$ cat config.mk
export PLATFORM = sky130hd
export DESIGN_NAME = chi_tx_lcrd_chn
export DESIGN_NICKNAME = d
export VERILOG_FILES = /design/src/rtl/chi_tx_lcrd_chn.sv
export SDC_FILE = /design/constraint.sdc
export NUM_CORES = 1
export LEC_CHECK = 0
export CAP_MARGIN = 5
export CORE_MARGIN = 2
export CORE_UTILIZATION = 40
export DETAILED_ROUTE_END_ITERATION = 10
export DONT_BUFFER_PORTS = 1
export PLACE_DENSITY = 0.59
export SLEW_MARGIN = 20
export SYNTH_ARGS = -nofsm -noshare
export SYNTH_HDL_FRONTEND = slang
export SYNTH_SLANG_ARGS = --single-unit
$ cat constraint.sdc
create_clock -name clk -period 2.7 [get_ports clk]
set_input_delay 0.135 -clock clk [delete_from_list [all_inputs] [get_ports clk]]
set_output_delay 0.135 -clock clk [all_outputs]
set_load 0.03 [all_outputs]
$ cat src/rtl/chi_tx_lcrd_chn.sv
// CHI link-layer TX channel stage: L-credit tracking, FLITPEND/FLITV pipeline, deactivation handling.
// Optional CHI_TX_LCRD_RETURN_EN: on deactivation, hand back held credits as all-zero LCrdReturn flits.
module chi_tx_lcrd_chn #(
    parameter int FLIT_WIDTH = 128,
    parameter int MAX_CRD    = 15
) (
    input  logic                  clk,
    input  logic                  reset,
    input  logic                  link_up,
    input  logic                  link_deact,
    input  logic                  in_flit_valid,
    input  logic [FLIT_WIDTH-1:0] in_flit,
    output logic                  in_flit_ready,
    input  logic                  CHI_TXLCRDV,
    output logic                  CHI_TXFLITPEND,
    output logic                  CHI_TXFLITV,
    output logic [FLIT_WIDTH-1:0] CHI_TXFLIT,
    output logic [3:0]            crd_cnt,
    output logic                  crd_returned,
    output logic                  crd_ovf
);

    typedef enum logic [1:0] {
        ST_STOP   = 2'd0,
        ST_RUN    = 2'd1,
        ST_RETURN = 2'd2
    } state_t;

    localparam logic [3:0] MAX_CNT = 4'(MAX_CRD);

    state_t                state_r;
    state_t                state_nxt_s;
    logic [3:0]            crd_cnt_r;
    logic                  p_valid_r;
    logic                  p_lcrd_r;
    logic [FLIT_WIDTH-1:0] p_flit_r;
    logic                  v_valid_r;
    logic [FLIT_WIDTH-1:0] v_flit_r;
    logic                  crd_returned_r;
    logic                  crd_ovf_r;
    logic                  ready_s;
    logic                  accept_s;
    logic                  ret_issue_s;
    logic                  crd_inc_s;
    logic                  crd_dec_s;
    logic                  pipe_empty_s;
    logic                  done_s;

    // Handshake, credit events and deactivation-complete condition
    always_comb begin
        ready_s      = (state_r == ST_RUN) && (crd_cnt_r != 4'd0);
        accept_s     = in_flit_valid && ready_s;
        pipe_empty_s = !p_valid_r && !v_valid_r;
`ifdef CHI_TX_LCRD_RETURN_EN
        // A bridge flit left in stage P must move on before return flits start
        ret_issue_s  = (state_r == ST_RETURN) && (crd_cnt_r != 4'd0) && !(p_valid_r && !p_lcrd_r);
        crd_inc_s    = CHI_TXLCRDV && ((state_r == ST_RUN) || (state_r == ST_RETURN));
        // A credit landing in the final cycle still has to be returned, so hold off
        done_s       = (state_r == ST_RETURN) && (crd_cnt_r == 4'd0) && pipe_empty_s && !CHI_TXLCRDV;
`else
        ret_issue_s  = 1'b0;
        crd_inc_s    = CHI_TXLCRDV && (state_r == ST_RUN);
        done_s       = (state_r == ST_RETURN) && pipe_empty_s;
`endif
        crd_dec_s    = accept_s || ret_issue_s;
    end

    // Link state next-state logic
    always_comb begin
        state_nxt_s = state_r;
        case (state_r)
            ST_STOP: begin
                if (link_up) begin
                    state_nxt_s = ST_RUN;
                end else begin
                    state_nxt_s = ST_STOP;
                end
            end
            ST_RUN: begin
                if (link_deact) begin
                    state_nxt_s = ST_RETURN;
                end else begin
                    state_nxt_s = ST_RUN;
                end
            end
            ST_RETURN: begin
                if (done_s) begin
                    state_nxt_s = ST_STOP;
                end else begin
                    state_nxt_s = ST_RETURN;
                end
            end
            default: state_nxt_s = ST_STOP;
        endcase
    end

    // State register and completion pulse
    always_ff @(posedge clk) begin
        if (reset) begin
            state_r        <= ST_STOP;
            crd_returned_r <= 1'b0;
        end else begin
            state_r        <= state_nxt_s;
            crd_returned_r <= done_s;
        end
    end

    // Credit counter with saturation and sticky overflow flag
    always_ff @(posedge clk) begin
        if (reset) begin
            crd_cnt_r <= 4'd0;
            crd_ovf_r <= 1'b0;
        end else if (done_s) begin
            crd_cnt_r <= 4'd0;
        end else if (crd_inc_s && !crd_dec_s) begin
            if (crd_cnt_r == MAX_CNT) begin
                crd_ovf_r <= 1'b1;
            end else begin
                crd_cnt_r <= crd_cnt_r + 4'd1;
            end
        end else if (crd_dec_s && !crd_inc_s) begin
            crd_cnt_r <= crd_cnt_r - 4'd1;
        end
    end

    // Two-stage output pipeline; no backpressure since credit is taken at acceptance
    always_ff @(posedge clk) begin
        if (reset) begin
            p_valid_r <= 1'b0;
            p_lcrd_r  <= 1'b0;
            p_flit_r  <= {FLIT_WIDTH{1'b0}};
            v_valid_r <= 1'b0;
            v_flit_r  <= {FLIT_WIDTH{1'b0}};
        end else begin
            p_valid_r <= accept_s || ret_issue_s;
            p_lcrd_r  <= ret_issue_s;
            if (accept_s) begin
                p_flit_r <= in_flit;
            end else if (ret_issue_s) begin
                p_flit_r <= {FLIT_WIDTH{1'b0}};
            end
            v_valid_r <= p_valid_r;
            if (p_valid_r) begin
                v_flit_r <= p_flit_r;
            end
        end
    end

    assign in_flit_ready  = ready_s;
    assign CHI_TXFLITPEND = p_valid_r;
    assign CHI_TXFLITV    = v_valid_r;
    assign CHI_TXFLIT     = v_flit_r;
    assign crd_cnt        = crd_cnt_r;
    assign crd_returned   = crd_returned_r;
    assign crd_ovf        = crd_ovf_r;

endmodule

Yosys cells after proc, flatten, opt, wreduce, memory -nomap -nowiden
Index checks and enable logic that the tools add are counted.

Output and inout bits: 137. Flip-flop bits (word level): 266. Bits of input ports: 134. Logic and storage cells: 39.

Bitwise operators: 1. Reduce and logical (&&, ||, !) cells: 17. Add/sub/neg operators: 2. Equal/unequal tests: 4. Muxes and demuxes: 7.

Operators by type and width (count): 2-to-1 mux 4 bit (3); logical AND 1 bit (7); one-hot mux 2 bit (3 select lines) (1); adder 4 x 1 -> 4 bit (second input constant) (1); equality test 4 bit (second input constant) (1); zero test 1 bit (4); 2-to-1 mux 2 bit (2); nonzero test 4 bit (1); subtractor 4 x 1 -> 4 bit (second input constant) (1); AND reduction 3 bit (1); equality test 2 x 1 -> 1 bit (second input constant) (1); equality test 2 bit (second input constant) (1); zero test 2 bit (1); != test 2 bit (second input constant) (1); AND reduction 2 bit (1); nonzero test 2 bit (1); OR reduction 2 bit (1); 2-to-1 mux 1 bit (1); inverter 1 bit (1).

Depth between registers and ports, before layout
Gate-level depths: netlist of run 1.

Depth after elaboration: 7. Gate-level depth with buffers: 8.

Least setup slack after synthesis of run 1
OpenSTA, ideal clock, no wires.

Path type: register to register. Start: register crd_cnt_r[1], in the netlist crd_cnt[1]. End: register crd_cnt_r[3], in the netlist crd_cnt[3]. Data arrival time: 2.301 ns. Cell stages (with the launch flop): 9. Library setup time: 0.117 ns. Period minus slack after synthesis: 2.418 ns. Path slack: 0.282 ns. Cell sequence: dfxtp_1 > or4_4 > nand2_4 > nand3_1 > ha_1 > and3_1 > o2111ai_1 > mux2i_1 > nand2_1.

Longest elaborated chain between the ends: 7. Elaborated cells between the ends (all ways): 15. Classes of those cells: add/sub: 2; eq/ne: 2; mux: 3; reduce/logical: 8.

Ends and longest elaborated chain: from (decl) (line 33) `logic [3:0] crd_cnt_r;`; from (signal assigned) (line 119) `crd_cnt_r <= crd_cnt_r + 4'd1;`; from (signal assigned) (line 122) `crd_cnt_r <= crd_cnt_r - 4'd1;`; nonzero test 4 bit (line 51) `ready_s = (state_r == ST_RUN) && (crd_cnt_r != 4'd0);`; logical AND 1 bit (line 51); logical AND 1 bit (line 52) `accept_s = in_flit_valid && ready_s;`; zero test 1 bit (line 115) `end else if (crd_inc_s && !crd_dec_s) begin`; logical AND 1 bit (line 115); != test 2 bit (no line) or nonzero test 2 bit (tied branches); AND reduction 2 bit (no line).

Parallel ways exist; a longest one is shown, timed or not. The select of a mux whose other input is x is not followed. A chain may end at the register's enable or synchronous reset.

Final worst setup path of run 1
Start: register crd_cnt_r[3], in the netlist crd_cnt[3]. End: register p_flit_r[23].

Longest elaborated chain between the ends: 3.

Ends and longest elaborated chain: nonzero test 4 bit (line 51); logical AND 1 bit (line 51); logical AND 1 bit (line 52); to (signal assigned) (line 131) `p_flit_r <= {FLIT_WIDTH{1'b0}};`; to (signal assigned) (line 138) `p_flit_r <= in_flit;`; to (signal assigned) (line 140) `p_flit_r <= {FLIT_WIDTH{1'b0}};`; to (decl) (line 36) `logic [FLIT_WIDTH-1:0] p_flit_r;`.

No other way between the ends.

==> results of run 1 <==
## area by class of cell
type	count	area, um^2	area share
clock buffers	41	841	0.0643
clock inverters	11	136	0.0104
inverters	1	3.75	0.000287
multi-input cells	690	4330	0.332
flip-flops and latches	266	5330	0.408
well taps	330	413	0.0316
repair buffers	197	2010	0.154
## kinds of logic after synthesis
family / synth area share
simple gates: 0.182
flops: 0.526
mux: 0.133
compound gates: 0.105
buf+inv: 0.0476
fa+ha+maj: 0.00445
xor+xnor: 0.000865
## power groups by stage
stage | combinational, mW | clock (mW) | sequential [mW]
after floorplan | 0.307 | 0 | 4.11
after global placement | 0.289 | 0 | 4.10
after detailed placement | 0.293 | 0 | 4.10
after CTS | 0.429 | 4.11 | 4.02
after global routing | 0.465 | 4.28 | 4.02
final | 0.426 | 4.00 | 4.02
## state kept, by name, indices dropped and copies added, names as in the netlist
signal / cells
CHI_TXFLIT: 128
crd_ovf: 1
CHI_TXFLITV: 1
crd_cnt: 4
p_flit_r: 128
CHI_TXFLITPEND: 1
crd_returned: 1
state_r: 2
## per-stage QoR
step / hold slack [ns] / worst slack [ns] / area (um^2) / instances
CTS: 0.0563 / 0.161 / 13100 / 1536
floorplan: 0.271 / 0.282 / 10100 / 1030
global placement: 0.215 / 0.386 / 10200 / 1297
finish: 0.0874 / 0.178 / 13100 / 1536
detailed placement: 0.220 / 0.331 / 10200 / 1297
global route: 0.153 / 0.0535 / 13100 / 1536
## worst max-delay path by stage
stage | end | slack [ns] | cells past startpoint
6_report | p_flit_r[23]$_SDFFE_PP0P_ | 0.18 | 6
3_5_place_dp | crd_cnt[3]$_SDFFE_PP0P_ | 0.33 | 8
3_3_place_gp | crd_cnt[3]$_SDFFE_PP0P_ | 0.39 | 8
5_1_grt | p_flit_r[7]$_SDFFE_PP0P_ | 0.05 | 6
4_1_cts | p_flit_r[7]$_SDFFE_PP0P_ | 0.16 | 6
2_1_floorplan | crd_cnt[3]$_SDFFE_PP0P_ | 0.28 | 8
## critical path, cell delays in order, from the launching register on
cell	delay (ns)
dfxtp_1	0.31
or4_4	0.58
nand2_8	0.10
buf_4	0.57
nand2_1	0.17
a21oi_2	0.16
dlygate4sd3_1	0.55
## layer usage
layer / GRT usage / vias to the layer above / share of wire
met4: 0.0535 / 0 / 0.024
met1: 0.209 / 3498 / 0.42
met3: 0.0675 / 39 / 0.097
li1: - / 3680 / -
met2: 0.306 / 216 / 0.46
met5: 0 / - / 0
## layout by cell type, fill, tap and decap left out, types with 7 or more instances in the layout
cell           instances
dlygate4sd3_1        186
nor2_1               130
a21oi_2              100
a21oi_1               29
nand2_1              183
nand2_2               80
clkbuf_16             29
clkbuf_8               7
mux2i_1              135
dfxtp_1              265
## repair_timing
action                                  CTS  global route
buffers inserted                          0             0
hold buffers                            187             0
endpoints found under the hold margin   266             0
endpoints found under the setup margin    0             0
==> impl_metrics.tcl, run 1 <==
set metrics [dict create \
    antenna_found_initial 0 \
    wirelength_um 24500 \
    syn-cell-area_um2 10100 \
    setup_viol 0 \
    synthArstFlopShare 0 \
    criticalPathCategory "reg -> reg" \
    hold_path_depth 4 \
    end_kind "flop" \
    portBuffers 0 \
    maxSlewHeadroom 0.476 \
    row_count 58 \
    fin_util 0.522 \
    yosysMostFrequentCell "dfxtp_1" \
    drive_gt1_frac 0.203 \
    ys_warn_count 0 \
    cts-root-buf "clkbuf_16" \
    synth_top_area_frac 0.526 \
    finalClockSkew_ns 0.0186 \
    synth_top_area_cell "dfxtp_1" \
    worstHoldEndpoint "crd_cnt[3]$_SDFFE_PP0P_" \
    dieArea_um2 26600 \
    critPathMaxFanout 47 \
    core_area_um2 25000 \
    syn-num-nets 1167 \
    internal-power_mw 6.61 \
    htree_levels 1 \
    die_h_um 163 \
    start_util 0.404 \
    p_leak_nw 4.73 \
    worst_ep_required_time_ns 3.18 \
    drc_errors 0 \
    cellPowerDensity_nw_per_um2 646 \
    p_total_mw 8.44 \
    synth-edff-count 0 \
    syn_inst 1030 \
    ioPinCount 271 \
    seqPwrFrac 0.476 \
    synthFlopType "dfxtp_1" \
    hold_viol 0 \
    crit_arrival_ns 3.00 \
    ff2ff_setup_slack_ns 0.18 \
    hold_class "in -> reg" \
    worstSkewPairLatency_ns 0.54 \
    ff2ff_path_depth 6 \
    setup_tns_ns 0 \
    grt_max_degree 147 \
    grt_pass1_wl_um 39100 \
    worst_pin_slew_ns 0.783 \
    grt_setup_unrepaired "false" \
    syn_area_per_cell_um2 9.83 \
    grt_pass1_vias 7688 \
    hold_path.startpoint "in_flit_valid" \
    cap_viol_max_count 0 \
    p_clk_frac 0.474 \
    synth-seq-cells 266 \
    antenna_cells 0 \
    ys_types 37 \
    tritoncts "built" \
    nNetsFinal 1321 \
    status "finished, final reports clean" \
    die_w_um 163 \
    fillers 2257 \
    grt_usage 0.179 \
    numCtsBuffers 28 \
    cts_resized 0 \
    synthTopCellsByArea "dfxtp_1 (53%), mux2i_1 (13%), a21oi_2 (8.7%)" \
    rr_startpoint "crd_cnt[3]$_SDFFE_PP0P_" \
    vias 7433 \
    gp_congestion 0.756 \
    wl_per_cell_um 16.0 \
    p_switching_mw 1.83 \
    antenna_left 0 \
    post-dp-hpwl_um 13300 \
    fmax_ghz 0.396 \
    area_growth_pct 29.1 \
    cts_buffer_depth 3 \
    ir_worst_vdd_mv 0.417 \
    vias_per_cell 4.84 \
    clk_pin_slew_worst_paths_ns 0.06 \
    cts.sinks 266 \
    drtIter0Drc 362 \
    worstReg2RegEnd "p_flit_r[23]$_SDFFE_PP0P_" \
    worstSetupStartpointType "flop" \
    grt-ovfl-total 0 \
    setup.worst_path.start "crd_cnt[3]$_SDFFE_PP0P_" \
    min_period_ns 2.52 \
    seq_area_frac_synth 0.526 \
    report.final.slew_viol_count 0 \
    dr.pass1.iters 4 \
    swShare 0.217 \
    period_share 0.934 \
    netlist_top_cells_count "dfxtp_1 (266), nand2_1 (183), mux2i_1 (135), nor2_1 (131), a21oi_2 (100)" \
    power_frac_comb 0.050 \
]
Power figures use the tool's default switching activity.
==> run 2: changes to the inputs <==
--- a/config.mk
+++ b/config.mk
@@ -6,11 +6,13 @@
 export NUM_CORES = 1
 export LEC_CHECK = 0
 export CAP_MARGIN = 5
+export CELL_PAD_IN_SITES_DETAIL_PLACEMENT = 1
+export CELL_PAD_IN_SITES_GLOBAL_PLACEMENT = 1
 export CORE_MARGIN = 2
-export CORE_UTILIZATION = 40
+export CORE_UTILIZATION = 47
 export DETAILED_ROUTE_END_ITERATION = 10
 export DONT_BUFFER_PORTS = 1
-export PLACE_DENSITY = 0.59
+export PLACE_DENSITY = 0.83
 export SLEW_MARGIN = 20
 export SYNTH_ARGS = -nofsm -noshare
 export SYNTH_HDL_FRONTEND = slang
==> run 2 against run 1 <==
Combinational power grew 4%. Sequential cell count is the same. Clock power shrank 6.5%. Setup slack lost 0.025 ns. Clock skew shrank 0.0055 ns. Sequential power is essentially flat. Routed wire length grew 29%. Utilization grew 8.7 points. Register-to-register slack lost 0.02 ns. Count of clock-buffer cells in the layout shrank 5. Sequential share of layout area grew 0.75 points.
==> impl_metrics.tcl, run 2 (synthesis gave the netlist of run 1 again) <==
set metrics [dict create \
    report.final.slew_viol_count 0 \
    grt-ovfl-total 0 \
    slowest_stage "or4_4" \
    period_share 0.943 \
    cap_viol_max_count 0 \
    grt_pass1_wl_um 48000 \
    grt_pass1_vias 8846 \
    cts_buffer_depth 3 \
    worstReg2RegEnd "crd_cnt[3]$_SDFFE_PP0P_" \
    ioPinCount 271 \
    htree_levels 1 \
    numCtsBuffers 27 \
    worstSetupStartpointType "flop" \
    antenna_found_initial 0 \
    wl_per_cell_um 21.5 \
    post-dp-hpwl_um 14900 \
    worstSkewPairLatency_ns 0.53 \
    clk_pin_slew_worst_paths_ns 0.06 \
    drc_errors 0 \
    antenna_left 0 \
    row_count 53 \
    maxSlewHeadroom 0.462 \
    ir_worst_vdd_mv 0.436 \
    dr.pass1.iters 4 \
    die_w_um 151 \
    start_util 0.480 \
    critPathMaxFanout 4 \
    cts.sinks 266 \
    fmax_ghz 0.393 \
    status "finished, final reports clean" \
    fillers 2249 \
    final_common_cell "dfxtp_1" \
    dieArea_um2 22700 \
    hold_path_depth 2 \
    hold_viol 0 \
    end_kind "flop" \
    area_growth_pct 26.8 \
    crit_buf_inv 0 \
    core_area_um2 21100 \
    crit_arrival_ns 2.95 \
    instances_no_fill 1470 \
    finalClockSkew_ns 0.0131 \
    wirelength_um 31600 \
    drtIter0Drc 207 \
    gp_congestion 0.752 \
    p_total_mw 8.20 \
    vias 7878 \
    worst_pin_slew_ns 0.805 \
    hold_class "in -> reg" \
    setup_viol 0 \
    ff2ff_setup_slack_ns 0.15 \
    nNetsFinal 1312 \
    ff2ff_path_depth 8 \
    setup.worst_path.end "crd_cnt[3]$_SDFFE_PP0P_" \
    layout_common_cells "dfxtp_1 (265), nand2_1 (183), dlygate4sd3_1 (179)" \
    antenna_cells 0 \
    tritoncts "built" \
    criticalPathCategory "reg -> reg" \
    cts-root-buf "clkbuf_16" \
    p_leak_nw 4.65 \
    grt_max_degree 148 \
    cellPowerDensity_nw_per_um2 639 \
    drive_gt1_frac 0.202 \
    min_period_ns 2.55 \
    grt_setup_unrepaired "false" \
    cp_num_cells 8 \
    rr_startpoint "crd_cnt[3]$_SDFFE_PP0P_" \
    setup.worst_path.start "crd_cnt[3]$_SDFFE_PP0P_" \
    dp.cells 1240 \
    critPathTopFamily "simple AND/OR/NAND/NOR gates" \
    vias_per_cell 5.36 \
    grt_usage 0.267 \
    path_cells "or4_4 > nand2_8 > nand3_1 > ha_1 > and3_1 > nor3_1 > mux2i_1 > nand2_1" \
    worst_ep_required_time_ns 3.10 \
    setup_tns_ns 0 \
    portBuffers 0 \
    die_h_um 151 \
    max_stage_delay_ns 0.59 \
]
run 2: report_power, final:
part | total [mW] | leakage, nW | internal [mW] | switching (mW)
clock network | 3.74 | 0.428 | 2.14 | 1.59
registers | 4.02 | 2.15 | 3.98 | 0.0450
logic | 0.444 | 2.07 | 0.190 | 0.254
run 2: worst min-delay path by stage:
stage / start / end / slack, ns
after detailed placement: reset / p_flit_r[109]$_SDFFE_PP0P_ / 0.23
after global routing: reset / CHI_TXFLIT[57]$_SDFFE_PP0P_ / 0.12
after floorplan: in_flit[100] / p_flit_r[100]$_SDFFE_PP0P_ / 0.27
after global placement: reset / p_flit_r[109]$_SDFFE_PP0P_ / 0.23
after CTS: in_flit_valid / crd_cnt[3]$_SDFFE_PP0P_ / 0.07
final: reset / CHI_TXFLIT[57]$_SDFFE_PP0P_ / 0.13
run 2: routing by layer:
| metal | vias up | global-route usage | share of wire | routed length [um] |
|---|---|---|---|---|
| met5 | - | 0 | 0 | 0 |
| met4 | 0 | 0.0893 | 0.032 | 1000 |
| met3 | 76 | 0.0842 | 0.079 | 2510 |
| li1 | 3650 | - | - | - |
| met1 | 3885 | 0.286 | 0.37 | 11800 |
| met2 | 267 | 0.494 | 0.52 | 16300 |
run 2: area by class of cell:
type | instances | area, um^2 | share of cell area
sequential | 266 | 5330 | 0.415
multi-input combinational | 690 | 4330 | 0.338
timing repair buffer | 189 | 1950 | 0.152
clock buffer | 36 | 749 | 0.0584
tap | 275 | 344 | 0.0268
clock inverter | 13 | 126 | 0.00985
inverter | 1 | 3.75 | 0.000292
run 2: what timing repair did:
item,CTS,global route
gates resized for setup,0,1
buffers inserted,0,0
endpoints found under the hold margin,266,0
hold buffers,180,0
endpoints found under the setup margin,0,10
run 2: per-stage QoR:
stage	hold slack (ns)	setup slack, ns	util	instance area, um^2
final	0.130	0.153	0.609	12800
after detailed placement	0.231	0.311	0.479	10100
after floorplan	0.271	0.282	-	10100
after global routing	0.123	0.0141	0.609	12800
after CTS	0.0738	0.107	0.607	12800
after global placement	0.227	0.359	0.479	10100
==> run 3: changes to the inputs <==
--- a/config.mk
+++ b/config.mk
@@ -6,13 +6,11 @@
 export NUM_CORES = 1
 export LEC_CHECK = 0
 export CAP_MARGIN = 5
-export CELL_PAD_IN_SITES_DETAIL_PLACEMENT = 1
-export CELL_PAD_IN_SITES_GLOBAL_PLACEMENT = 1
 export CORE_MARGIN = 2
-export CORE_UTILIZATION = 47
+export CORE_UTILIZATION = 63
 export DETAILED_ROUTE_END_ITERATION = 10
 export DONT_BUFFER_PORTS = 1
-export PLACE_DENSITY = 0.83
+export PLACE_DENSITY = 0.84
 export SLEW_MARGIN = 20
 export SYNTH_ARGS = -nofsm -noshare
 export SYNTH_HDL_FRONTEND = slang
==> run 3 against run 2 <==
Combinational power decreased by 0.9%. First-iteration DRC count grew 93%. Sequential cell count unchanged. Non-clock buffer count is 7 higher. Clock power decreased by 4%. Register-to-register slack better by 0.06 ns. Routed wire length fell by 12%. Hold slack worse by 0.025 ns. Utilization up 20 points.
==> impl_metrics.tcl, run 3 (synthesis gave the netlist of run 1 again) <==
set metrics [dict create \
    max_stage_delay_ns 0.56 \
    area_growth_pct 26.4 \
    criticalPathCategory "reg -> reg" \
    portBuffers 0 \
    worst_pin_slew_ns 0.747 \
    core_area_um2 15800 \
    antenna_left 0 \
    layout_common_cells "dfxtp_1 (265), nand2_1 (183), dlygate4sd3_1 (183)" \
    drc_errors 0 \
    seqPwrFrac 0.500 \
    fmax_ghz 0.403 \
    gp_congestion 0.768 \
    critPathMostFrequentCell "buf_4" \
    clk_pin_slew_worst_paths_ns 0.06 \
    htree_levels 1 \
    grt_pass1_vias 8140 \
    crit_arrival_ns 2.87 \
    tritoncts "built" \
    worstSkewPairLatency_ns 0.51 \
    post_cts_buffers 0 \
    drtIter0Drc 399 \
    vias 7838 \
    antenna_found_initial 1 \
    swShare 0.219 \
    hold_slack_ns 0.105 \
    min_period_ns 2.48 \
    hold_viol 0 \
    p_clk_frac 0.445 \
    hold_class "in -> reg" \
    cts-root-buf "clkbuf_16" \
    die_w_um 131 \
    p_leak_nw 4.69 \
    slowest_stage "dlygate4sd3_1" \
    dieArea_um2 17100 \
    nNetsFinal 1319 \
    end_kind "flop" \
    cts.sinks 266 \
    grt_setup_unrepaired "false" \
    maxSlewHeadroom 0.500 \
    setup_viol 0 \
    cts_buffer_depth 3 \
    wirelength_um 27800 \
    critPathTopFamily "buffers and inverters" \
    ioPinCount 271 \
    worstSetupStartpointType "flop" \
    p_total_mw 8.04 \
    status "finished, final reports clean" \
    row_count 46 \
    p_switching_mw 1.76 \
    dp_slack_ns 0.346 \
    die_h_um 131 \
    grt_max_degree 150 \
    worst_ep_required_time_ns 3.09 \
    grt_pass1_wl_um 41000 \
    fin_ws_ns 0.217 \
    critPathMaxFanout 65 \
    cellPowerDensity_nw_per_um2 628 \
    grt_usage 0.301 \
    ir_worst_vdd_mv 0.571 \
    grt-ovfl-total 0 \
    start_util 0.642 \
    post-dp-hpwl_um 12900 \
    dr.pass1.iters 5 \
    power_frac_comb 0.055 \
    setup_tns_ns 0 \
    fin_util 0.812 \
    vias_per_cell 5.53 \
    internal-power_mw 6.28 \
    report.final.slew_viol_count 0 \
    wl_per_cell_um 19.6 \
    numCtsBuffers 27 \
    finalClockSkew_ns 0.0157 \
    final_common_cell "dfxtp_1" \
    drive_gt1_frac 0.202 \
    path_cells "buf_4 > nor4_1 > nor2_4 > buf_4 > nand2_1 > a21oi_2 > dlygate4sd3_1" \
    period_share 0.920 \
    crit_buf_inv 3 \
    cap_viol_max_count 0 \
]
==> run 3: metrics by stage <==
step	instance area (um^2)	std cells
2_1_floorplan	10100	1030
3_5_place_dp	10000	1184
3_3_place_gp	10000	1184
4_1_cts	12800	1415
5_1_grt	12800	1417
6_report	12800	1417
==> run 3: worst min-delay path, cell delays in order <==
cell      delay, ns
nand3b_1       0.16
nor4_1         0.08
mux2i_1        0.13
nand2_1        0.06
==> run 3: metal layers <==
metal	global-route usage	share of wire	wire length [um]	vias to the layer above
li1	-	-	-	3679
met1	0.335	0.38	10500	3722
met2	0.528	0.49	13700	345
met3	0.0932	0.091	2530	92
met4	0.137	0.041	1130	0
met5	0	0	0	-
==> run 3: power groups by stage <==
stage / Clock (mW) / Sequential (mW) / Combinational (mW)
after floorplan: 0 / 4.11 / 0.307
after global placement: 0 / 4.10 / 0.280
after detailed placement: 0 / 4.10 / 0.286
after CTS: 3.59 / 4.02 / 0.416
after global routing: 3.79 / 4.02 / 0.471
final: 3.58 / 4.02 / 0.440
==> run 3: area by class of cell <==
| type | instances | area, um^2 |
|---|---|---|
| clock inverter | 6 | 33.8 |
| inverter | 1 | 3.75 |
| fill | 836 | 2970 |
| tap | 216 | 270 |
| antenna | 1 | 2.50 |
| multi-input combinational | 690 | 4330 |
| sequential | 266 | 5330 |
| timing repair buffer | 196 | 2000 |
| clock buffer | 41 | 830 |
==> run 3: repair_timing <==
action | 4_1_cts | 5_1_grt
hold endpoints to repair | 266 | 0
gates resized for setup | 0 | 1
hold buffers | 184 | 0
setup endpoints to repair | 0 | 3
==> run 3: path summary, 6_finish.rpt <==
path                            slack [ns]                   endpoint  depth (start not counted)                      start
worst max-delay path                  0.22  p_flit_r[52]$_SDFFE_PP0P_                          7    crd_cnt[3]$_SDFFE_PP0P_
worst min-delay path                  0.10    crd_cnt[3]$_SDFFE_PP0P_                          4              in_flit_valid
worst max register to register        0.22  p_flit_r[52]$_SDFFE_PP0P_                          7    crd_cnt[3]$_SDFFE_PP0P_
worst min register to register        0.46  p_flit_r[46]$_SDFFE_PP0P_                          2  p_flit_r[46]$_SDFFE_PP0P_
